`src/rtl/dmem_access_ctrl_if.sv`:
```
// Bus bundle between the CPU load/store port, dmem_access_ctrl and the word-wide DataMemory.
// slave = the controller's view; master = the CPU plus memory side.
interface dmem_access_ctrl_if;
    // Handshake: a request transfers on a rising edge where req_valid && req_ready;
    // req_ready is high only when idle, and resp_valid is a one-cycle pulse with no backpressure.
    logic        req_valid;
    logic        req_ready;
    logic        req_write;
    logic [2:0]  req_size;
    logic [31:0] req_addr;
    logic [31:0] req_wdata;
    logic        resp_valid;
    logic [31:0] resp_rdata;
    logic        resp_err;
    logic [31:0] mem_access_addr;
    logic [31:0] mem_in;
    logic        mem_write_en;
    logic        mem_read_en;
    logic [2:0]  mem_data_size;
    logic [31:0] mem_out;

    modport slave (
        input  req_valid, req_write, req_size, req_addr, req_wdata, mem_out,
        output req_ready, resp_valid, resp_rdata, resp_err,
               mem_access_addr, mem_in, mem_write_en, mem_read_en, mem_data_size
    );

    modport master (
        output req_valid, req_write, req_size, req_addr, req_wdata, mem_out,
        input  req_ready, resp_valid, resp_rdata, resp_err,
               mem_access_addr, mem_in, mem_write_en, mem_read_en, mem_data_size
    );
endinterface

```
`src/rtl/dmem_access_ctrl.sv`:
```
// Turns byte/half/word CPU loads and stores into whole-word DataMemory cycles (RMW for sub-word stores).
// Define MISALIGNED_SPLIT_EN to split word-crossing accesses; otherwise they are rejected with resp_err.
module dmem_access_ctrl #(
    parameter int ADDR_BITS = 7
) (
    input  logic             clk,
    input  logic             rst_n,
    dmem_access_ctrl_if.slave bus,
    output logic [2:0]       dbg_state
);
    localparam int WB = ADDR_BITS - 2;

    typedef enum logic [2:0] {
        IDLE = 3'd0,
        RD0  = 3'd1,
        RD1  = 3'd2,
        WR0  = 3'd3,
        WR1  = 3'd4,
        RESP = 3'd5
    } state_t;

    state_t        state;
    logic [1:0]    off_q;
    logic [1:0]    kind_q;    // 0 byte, 1 half, 2 word
    logic          sign_q;
    logic          write_q;
    logic          span_q;
    logic [WB-1:0] w0_q;
    logic [31:0]   wdata_q;
    logic [31:0]   buf0;
    logic [31:0]   buf1;
    logic          resp_valid_q;
    logic [31:0]   resp_rdata_q;
    logic          resp_err_q;

    // Incoming request decode (only meaningful in IDLE).
    logic [1:0] in_kind;
    logic       in_sign;
    logic [1:0] in_off;
    logic [2:0] in_n;
    logic       in_span;
    logic       in_reject;

    always_comb begin
        in_kind = 2'd2;
        in_sign = 1'b0;
        case (bus.req_size)
            3'b000:  begin in_kind = 2'd0; in_sign = 1'b1; end
            3'b001:  begin in_kind = 2'd1; in_sign = 1'b1; end
            3'b100:  in_kind = 2'd0;
            3'b101:  in_kind = 2'd1;
            default: in_kind = 2'd2;
        endcase
    end

    assign in_off  = bus.req_addr[1:0];
    assign in_n    = (in_kind == 2'd0) ? 3'd1 : (in_kind == 2'd1) ? 3'd2 : 3'd4;
    assign in_span = ({1'b0, in_off} + in_n) > 3'd4;
`ifdef MISALIGNED_SPLIT_EN
    assign in_reject = 1'b0;
`else
    assign in_reject = in_span;
`endif

    logic [WB-1:0] w1;
    assign w1 = w0_q + WB'(1);

    // Load path: the word being read this cycle comes straight from mem_out.
    logic [31:0] rd0;
    logic [31:0] rd1;
    logic [63:0] pair;
    logic [31:0] raw;
    logic [31:0] load_result;

    assign rd0  = (state == RD0) ? bus.mem_out : buf0;
    assign rd1  = (state == RD1) ? bus.mem_out : buf1;
    assign pair = {rd1, rd0} >> {off_q, 3'b000};
    assign raw  = pair[31:0];

    always_comb begin
        case (kind_q)
            2'd0:    load_result = sign_q ? {{24{raw[7]}}, raw[7:0]} : {24'd0, raw[7:0]};
            2'd1:    load_result = sign_q ? {{16{raw[15]}}, raw[15:0]} : {16'd0, raw[15:0]};
            default: load_result = raw;
        endcase
    end

    // Store path: data and byte mask laid across the two-word window starting at word0.
    logic [3:0]  byte_mask;
    logic [7:0]  wide_mask;
    logic [63:0] wide_data;

    assign byte_mask = (kind_q == 2'd0) ? 4'b0001 : (kind_q == 2'd1) ? 4'b0011 : 4'b1111;
    assign wide_mask = {4'd0, byte_mask} << off_q;
    assign wide_data = {32'd0, wdata_q} << {off_q, 3'b000};

    function automatic logic [31:0] merge_bytes(input logic [31:0] old_w, input logic [31:0] new_w,
                                                input logic [3:0] m);
        logic [31:0] r;
        for (int i = 0; i < 4; i++) begin
            r[8*i +: 8] = m[i] ? new_w[8*i +: 8] : old_w[8*i +: 8];
        end
        return r;
    endfunction

    // Memory-side outputs are a pure decode of the registered state and latched request.
    logic          rd_en;
    logic          wr_en;
    logic [WB-1:0] cur_word;
    logic [31:0]   cur_in;

    always_comb begin
        rd_en    = 1'b0;
        wr_en    = 1'b0;
        cur_word = w0_q;
        cur_in   = 32'd0;
        case (state)
            RD0: rd_en = 1'b1;
            RD1: begin rd_en = 1'b1; cur_word = w1; end
            WR0: begin
                wr_en  = 1'b1;
                cur_in = merge_bytes(buf0, wide_data[31:0], wide_mask[3:0]);
            end
            WR1: begin
                wr_en    = 1'b1;
                cur_word = w1;
                cur_in   = merge_bytes(buf1, wide_data[63:32], wide_mask[7:4]);
            end
            default: ;
        endcase
    end

    assign bus.mem_read_en     = rd_en;
    assign bus.mem_write_en    = wr_en & rst_n;
    assign bus.mem_access_addr = (rd_en | wr_en) ? {{(30 - WB){1'b0}}, cur_word, 2'b00} : 32'd0;
    assign bus.mem_in          = cur_in;
    assign bus.mem_data_size   = 3'b010;
    assign bus.req_ready       = (state == IDLE);
    assign bus.resp_valid      = resp_valid_q;
    assign bus.resp_rdata      = resp_rdata_q;
    assign bus.resp_err        = resp_err_q;
    assign dbg_state           = state;

    always_ff @(posedge clk) begin
        if (!rst_n) begin
            state        <= IDLE;
            off_q        <= 2'd0;
            kind_q       <= 2'd0;
            sign_q       <= 1'b0;
            write_q      <= 1'b0;
            span_q       <= 1'b0;
            w0_q         <= '0;
            wdata_q      <= 32'd0;
            buf0         <= 32'd0;
            buf1         <= 32'd0;
            resp_valid_q <= 1'b0;
            resp_rdata_q <= 32'd0;
            resp_err_q   <= 1'b0;
        end else begin
            resp_valid_q <= 1'b0;
            resp_rdata_q <= 32'd0;
            resp_err_q   <= 1'b0;
            case (state)
                IDLE: begin
                    if (bus.req_valid) begin
                        off_q   <= in_off;
                        kind_q  <= in_kind;
                        sign_q  <= in_sign;
                        write_q <= bus.req_write;
                        span_q  <= in_span;
                        w0_q    <= bus.req_addr[ADDR_BITS-1:2];
                        wdata_q <= bus.req_wdata;
                        if (in_reject) begin
                            state        <= RESP;
                            resp_valid_q <= 1'b1;
                            resp_err_q   <= 1'b1;
                        end else if (bus.req_write && in_off == 2'd0 && in_kind == 2'd2) begin
                            state <= WR0;
                        end else begin
                            state <= RD0;
                        end
                    end
                end
                RD0: begin
                    buf0 <= bus.mem_out;
                    if (span_q) begin
                        state <= RD1;
                    end else if (write_q) begin
                        state <= WR0;
                    end else begin
                        state        <= RESP;
                        resp_valid_q <= 1'b1;
                        resp_rdata_q <= load_result;
                    end
                end
                RD1: begin
                    buf1 <= bus.mem_out;
                    if (write_q) begin
                        state <= WR0;
                    end else begin
                        state        <= RESP;
                        resp_valid_q <= 1'b1;
                        resp_rdata_q <= load_result;
                    end
                end
                WR0: begin
                    if (span_q) begin
                        state <= WR1;
                    end else begin
                        state        <= RESP;
                        resp_valid_q <= 1'b1;
                    end
                end
                WR1: begin
                    state        <= RESP;
                    resp_valid_q <= 1'b1;
                end
                default: state <= IDLE;
            endcase
        end
    end

    logic unused_bits;
    assign unused_bits = ^{bus.req_addr[31:ADDR_BITS], pair[63:32]};
endmodule

```
`src/flat_wrapper.sv`:
```
// flat-port wrapper written by rule: the top's interface ports become plain ports
module dmem_access_ctrl_flat 
#(
    parameter int ADDR_BITS = 7
)
  (clk, rst_n, dbg_state, bus_req_valid, bus_req_write, bus_req_size, bus_req_addr, bus_req_wdata, bus_mem_out, bus_req_ready, bus_resp_valid, bus_resp_rdata, bus_resp_err, bus_mem_access_addr, bus_mem_in, bus_mem_write_en, bus_mem_read_en, bus_mem_data_size);
  dmem_access_ctrl_if bus_i ();
  input  logic clk;
  input  logic rst_n;
  output logic [2:0] dbg_state;
  input wire logic [$bits(bus_i.req_valid)-1:0] bus_req_valid;
  input wire logic [$bits(bus_i.req_write)-1:0] bus_req_write;
  input wire logic [$bits(bus_i.req_size)-1:0] bus_req_size;
  input wire logic [$bits(bus_i.req_addr)-1:0] bus_req_addr;
  input wire logic [$bits(bus_i.req_wdata)-1:0] bus_req_wdata;
  input wire logic [$bits(bus_i.mem_out)-1:0] bus_mem_out;
  output wire logic [$bits(bus_i.req_ready)-1:0] bus_req_ready;
  output wire logic [$bits(bus_i.resp_valid)-1:0] bus_resp_valid;
  output wire logic [$bits(bus_i.resp_rdata)-1:0] bus_resp_rdata;
  output wire logic [$bits(bus_i.resp_err)-1:0] bus_resp_err;
  output wire logic [$bits(bus_i.mem_access_addr)-1:0] bus_mem_access_addr;
  output wire logic [$bits(bus_i.mem_in)-1:0] bus_mem_in;
  output wire logic [$bits(bus_i.mem_write_en)-1:0] bus_mem_write_en;
  output wire logic [$bits(bus_i.mem_read_en)-1:0] bus_mem_read_en;
  output wire logic [$bits(bus_i.mem_data_size)-1:0] bus_mem_data_size;
  assign bus_i.req_valid = bus_req_valid;
  assign bus_i.req_write = bus_req_write;
  assign bus_i.req_size = bus_req_size;
  assign bus_i.req_addr = bus_req_addr;
  assign bus_i.req_wdata = bus_req_wdata;
  assign bus_i.mem_out = bus_mem_out;
  assign bus_req_ready = bus_i.req_ready;
  assign bus_resp_valid = bus_i.resp_valid;
  assign bus_resp_rdata = bus_i.resp_rdata;
  assign bus_resp_err = bus_i.resp_err;
  assign bus_mem_access_addr = bus_i.mem_access_addr;
  assign bus_mem_in = bus_i.mem_in;
  assign bus_mem_write_en = bus_i.mem_write_en;
  assign bus_mem_read_en = bus_i.mem_read_en;
  assign bus_mem_data_size = bus_i.mem_data_size;
  dmem_access_ctrl #(.ADDR_BITS(ADDR_BITS)) u_core (.clk(clk), .rst_n(rst_n), .bus(bus_i), .dbg_state(dbg_state));
endmodule
```
`config.mk`:
```
export PLATFORM = sky130hd
export DESIGN_NAME = dmem_access_ctrl_flat
export DESIGN_NICKNAME = d
export VERILOG_FILES = /design/src/rtl/dmem_access_ctrl_if.sv /design/src/rtl/dmem_access_ctrl.sv /design/src/flat_wrapper.sv
export SDC_FILE = /design/constraint.sdc
export NUM_CORES = 1
export LEC_CHECK = 0
export CAP_MARGIN = 10
export CORE_ASPECT_RATIO = 2
export CORE_UTILIZATION = 53
export DETAILED_ROUTE_END_ITERATION = 7
export PLACE_DENSITY = 0.9
export SLEW_MARGIN = 30
export SYNTH_ARGS = -nofsm -noshare
export SYNTH_HDL_FRONTEND = slang
export SYNTH_SLANG_ARGS = --single-unit
export TNS_END_PERCENT = 20
```
`constraint.sdc`:
```
create_clock -name clk -period 3.6 [get_ports clk]
set_clock_uncertainty 0.05 [all_clocks]
set_input_delay 0.72 -clock clk [delete_from_list [all_inputs] [get_ports clk]]
set_output_delay 0.72 -clock clk [all_outputs]
set_load 0.02 [all_outputs]
```
# ---- After elaboration in Yosys (flattened, before gate mapping)
# Index checks and enable logic that the tools add are counted.
dict set report word_totals {
  output_inout_bits 107
  ff_bits 145
  word_cells 87
}
dict set report classes {
  bitwise_logic 2
  shifts 3
  n_reduce_logical 15
  n_eq_ne 11
  magnitude_cmp 1
  n_addsub 2
  muxes 40
}
# op count
set op_table {}
lappend op_table {{two-way mux 32 bit} 6}
lappend op_table {{one-hot mux 32 bit (2 select lines)} 3}
lappend op_table {{two-way mux 8 bit} 8}
lappend op_table {{left shift 32 x 5 -> 64 bit} 1}
lappend op_table {{right shift 64 x 5 -> 32 bit} 1}
lappend op_table {{two-way mux 3 bit} 6}
lappend op_table {{one-hot mux 3 bit (5 select lines)} 1}
lappend op_table {{OR reduction 2 bit} 6}
lappend op_table {{== test 3 bit (second input constant)} 3}
lappend op_table {{two-way mux 1 bit} 9}
lappend op_table {{two-way mux 4 bit} 2}
lappend op_table {{left shift 4 x 2 -> 8 bit} 1}
lappend op_table {{two-way mux 7 bit} 1}
lappend op_table {{== test 3 x 1 -> 1 bit (second input constant)} 2}
lappend op_table {{== test 3 x 2 -> 1 bit (second input constant)} 2}
lappend op_table {{zero test 2 bit} 3}
lappend op_table {{zero test 3 bit} 2}
lappend op_table {{adder 5 x 1 -> 5 bit (second input constant)} 1}
lappend op_table {{two-way mux 5 bit} 1}
lappend op_table {{one-hot mux 1 bit (5 select lines)} 1}
lappend op_table {{== test 2 x 1 -> 1 bit (second input constant)} 2}
lappend op_table {{one-hot mux 2 bit (2 select lines)} 1}
lappend op_table {{AND reduction 2 bit} 2}
lappend op_table {{adder 2 x 3 -> 3 bit} 1}
lappend op_table {{other kinds (7)} 8}

# ---- Depth between registers and ports, before layout
dict set report logic_depth {
  word_depth 11
  ltp_mapped 9
  mapped_depth_nobuf 9
}

# ---- Worst setup path after synthesis
# No wires, ideal clock.
dict set report synth_timing {
  path_type {register to output}
  startpoint {register u_core.off_q[0]}
  endpoint {output port bus_mem_in[24]}
  n_path_buf 2
  path_stages_with_launch 8
  required_ns 2.830
  slack_ns 0.827
  arrival_ns 2.003
  path_cell_list {dfxtp_1 > buf_2 > buf_2 > nor2_1 > nor2_1 > nor2_1 > mux2_2 > o21ai_0}
}
dict set report synth_via {
  elab_chain_cells 3
  word_cells_on_any_way 5
  classes_between {shift (2); mux (3)}
}
# item line_no
set synth_lines {}
lappend synth_lines {{start, declared} dmem_access_ctrl.sv:23} ;# logic [1:0] off_q;
lappend synth_lines {{start signal, assigned} dmem_access_ctrl.sv:166} ;# off_q <= in_off;
lappend synth_lines {{left shift 32 x 5 -> 64 bit or left shift 4 x 2 -> 8 bit (tied branches)} {dmem_access_ctrl.sv:95, dmem_access_ctrl.sv:94}}
lappend synth_lines {{two-way mux 8 bit} dmem_access_ctrl.sv:101} ;# r[8*i +: 8] = m[i] ? new_w[8*i +: 8] : old_w[8*i +: 8];
lappend synth_lines {{one-hot mux 32 bit (2 select lines) (*)} dmem_access_ctrl.sv:117} ;# case (state)
lappend synth_lines {{end, declared} flat_wrapper.sv:22} ;# output wire logic [$bits(bus_i.mem_in)-1:0] bus_mem_in;
# Mark *: on every way between the ends. The rest lies on a longest branch, timed or not.

# ---- Final worst setup path
# Same ends and word-level chain as after synthesis.

==> metrics.csv <==
stage;metric;value;unit
status;status;finished, final reports clean;
synthesis;synth_cells;950;
critical_path;cp_top_family;buffers and inverters;
final_layout;n_fill_cell;1200;
critical_path;critPathArrivalTime;2800;ps
synthesis;synth-async-reset-ratio;0;%
final_layout;finish.net_count;1184;
pwr;p_per_area;454.0;nW/um^2
critical_path;required;2830;ps
min_path;hold_start;u_core.buf1[26]$_SDFFE_PN0P_;
critical_path;startpoint;u_core.off_q[0]$_SDFFE_PN0P_;
routing;detail-route-antenna-nets;0;
timing;max_freq;0.2801;GHz
critical_path;critPathSlowestCell;clkdlybuf4s50_1;
critical_path;cp_max_fo;18;
final_layout;most-common-layout-cells;176 x nand2_1, 153 x clkdlybuf4s50_1, 144 x dfxtp_1;
routing;wl_met2;12630;um
routing;vias;7586;
synthesis;synth_seq_cells;145;
die;core;14820;um^2
global_route;grt_first_pass_wirelength;38770;um
pwr;irDropWorstVdd;0.3531;mV
routing;wl_met3;1663;um
timing;setup_viol;0;
critical_path;slowest_delay;560;ps
routing;firstDrtPassIters;5;
critical_path;r2r-start;u_core.dbg_state[0]$_SDFFE_PN0P_;
synthesis;ys_top_cells_by_area;dfxtp_1 36%, mux2i_1 14%, nand2_1 8.2%;
synthesis;synth_top_cell_by_area;dfxtp_1;
synthesis;ys_types;52;
placement;dp_hpwl;19010;um
clock_network;cts_root_buf;clkbuf_16;
routing;vias_per_cell;5.894;
global_route;grt_use_total;33.20;%
timing;fin_crit;3570;ps
timing;worst-slew-pin-transition;894.2;ps
synthesis;synth_flop_cell;dfxtp_1;
routing;wl_met1;8849;um
final_layout;final_common_cell;nand2_1;
min_path;hold_class;flip-flop to flip-flop;
timing;report.final.slew_viol_count;0;
synthesis;synth-edff-count;0;
routing;wl;25510;um
global_route;grt_pass1_vias;7286;
clock_network;tritoncts;yes;
die;chipHeight;176.6;um
clock_network;clock_sinks;145;
die;initial_utilization;54.52;%
flow_run;maxCapViolations;0;
clock_network;clk_pin_slew;60;ps
timing;hold_viol_final;0;
die;rows;63;
final_layout;drive_gt1_share;9.533;%
final_layout;utilization;69.10;%
global_route;antenna_found_initial;1;
critical_path;critPathCaptureType;output port;
critical_path;start_kind;flip-flop;
synthesis;netlist_area;8079;um^2
placement;portBuffers;154;
pwr;leakagePower;0.003781;uW
synthesis;avgSynthCellArea;8.504;um^2
routing;first_iter_violations;529;
timing;tns;0;ps
die;die_w;89.30;um
routing;avgRoutedWirePerCell;19.82;um
die;die_area;15770;um^2
timing;max_slew_margin;40.39;%
synthesis;yosys_warnings;0;
routing;top_layer;met4;
clock_network;cts_buffer_depth;2;
clock_network;cts_setup_buffers;0;
timing;min_period_over_period;99.17;%
clock_network;htree_num_levels;4;
clock_network;cts_inserted_buffers;17;
synthesis;seq_area_frac_synth;35.93;%
synthesis;synth_top_cell_area_share;35.93;%
routing;drc;0;
global_route;grt_overflow;0;
clock_network;insertion_delay;420;ps
critical_path;path_cells;buf_4 -> mux2i_1 -> nor2_1 -> nor2_1 -> mux2_2 -> o21ai_0 -> clkdlybuf4s50_1;
global_route;grt_max_degree;104;
placement;gp_congestion;0.9548;
critical_path;critical_path_class;flip-flop to output port;
die;io_pins;210;
critical_path;crit_top_cell;nor2_1;
final_layout;syn2layout_area_growth;26.75;%
critical_path;cp_num_buf_inv;2;
cell usage after synthesis (7+ instances only):
| library cell | n |
|---|---|
| a211oi_1 | 7 |
| a21boi_0 | 61 |
| a21oi_1 | 22 |
| a221o_1 | 7 |
| buf_2 | 13 |
| buf_4 | 35 |
| clkbuf_1 | 49 |
| dfxtp_1 | 145 |
| inv_1 | 16 |
| mux2_2 | 14 |
| mux2i_1 | 110 |
| mux4_2 | 15 |
| nand2_1 | 176 |
| nand3_1 | 16 |
| nor2_1 | 59 |
| nor2b_1 | 53 |
| nor3_1 | 14 |
| o2111ai_1 | 7 |
| o21ai_0 | 44 |
| o22ai_1 | 26 |
metal layers:
metal  vias to the layer above  global-route usage (%)
met5                         -                       0
met4                         0                   29.37
met3                       120                   5.330
met2                       432                   54.10
met1                      3534                   35.91
li1                       3500                       -
registers in the layout (all words and copies together), names as in the netlist:
signal,cells
u_core.buf0,32
u_core.buf1,32
u_core.bus.resp_rdata,32
u_core.wdata_q,32
u_core.w0_q,5
u_core.dbg_state,3
u_core.kind_q,2
u_core.off_q,2
u_core.bus.resp_err,1
u_core.bus.resp_valid,1
u_core.sign_q,1
u_core.span_q,1
u_core.write_q,1
worst min-delay path, stage by stage, from the launching register on:
cell and delay, ps:
dfxtp_1 310, nand2_1 50, a21boi_0 60
logic make-up after synthesis:
group	share of synthesized area (%)
compound gates	16.80
fa+ha+maj	0.5575
simple gates	18.88
flops	35.93
mux	19.76
buf+inv	7.542
xor+xnor	0.4337
other cells	0.09296
final cells by class:
type	instances	area [um^2]	area share, %
antenna	1	2.502	0.02444
clock buffer	17	425.4	4.154
clock inverter	15	125.1	1.222
inverter	17	63.81	0.6232
multi-input combinational	714	4695	45.85
sequential	145	2907	28.38
tap	195	244.0	2.383
timing repair buffer	183	1778	17.36
stage by stage:
step                setup slack (ps)  cell area [um^2]  hold slack [ps]  instances  power, uW
finish                         29.82             10240            422.9       1287       4649
global route                  -3.791             10240            447.6       1287       4820
CTS                            34.94             10210            423.7       1285       4624
detailed placement             459.2              9664            415.0       1253       2991
global placement               487.6              9652            402.4       1253       2959
floorplan                      827.1              8184            393.7        978       2618
path summary, 6_finish.rpt:
| kind | endpoint | slack, ps | depth (start not counted) |
|---|---|---|---|
| max | bus_mem_in[24] | 30 | 7 |
| max reg2reg | u_core.bus.resp_rdata[31]$_SDFF_PN0_ | 780 | 7 |
| min reg2reg | u_core.buf1[26]$_SDFFE_PN0P_ | 420 | 2 |
| min | u_core.buf1[26]$_SDFFE_PN0P_ | 420 | 2 |
timing repair:
item | 4_1_cts | 5_1_grt
resized for setup | 0 | 5
endpoints found under the setup margin | 0 | 17
hold buffers | 0 | 0
endpoints found under the hold margin | 0 | 0
power by group:
group          switching [uW]  internal, uW
logic                     685           496
registers                98.7          1710
clock network             760           898
No activity file was read; power rests on OpenSTA's default activity.
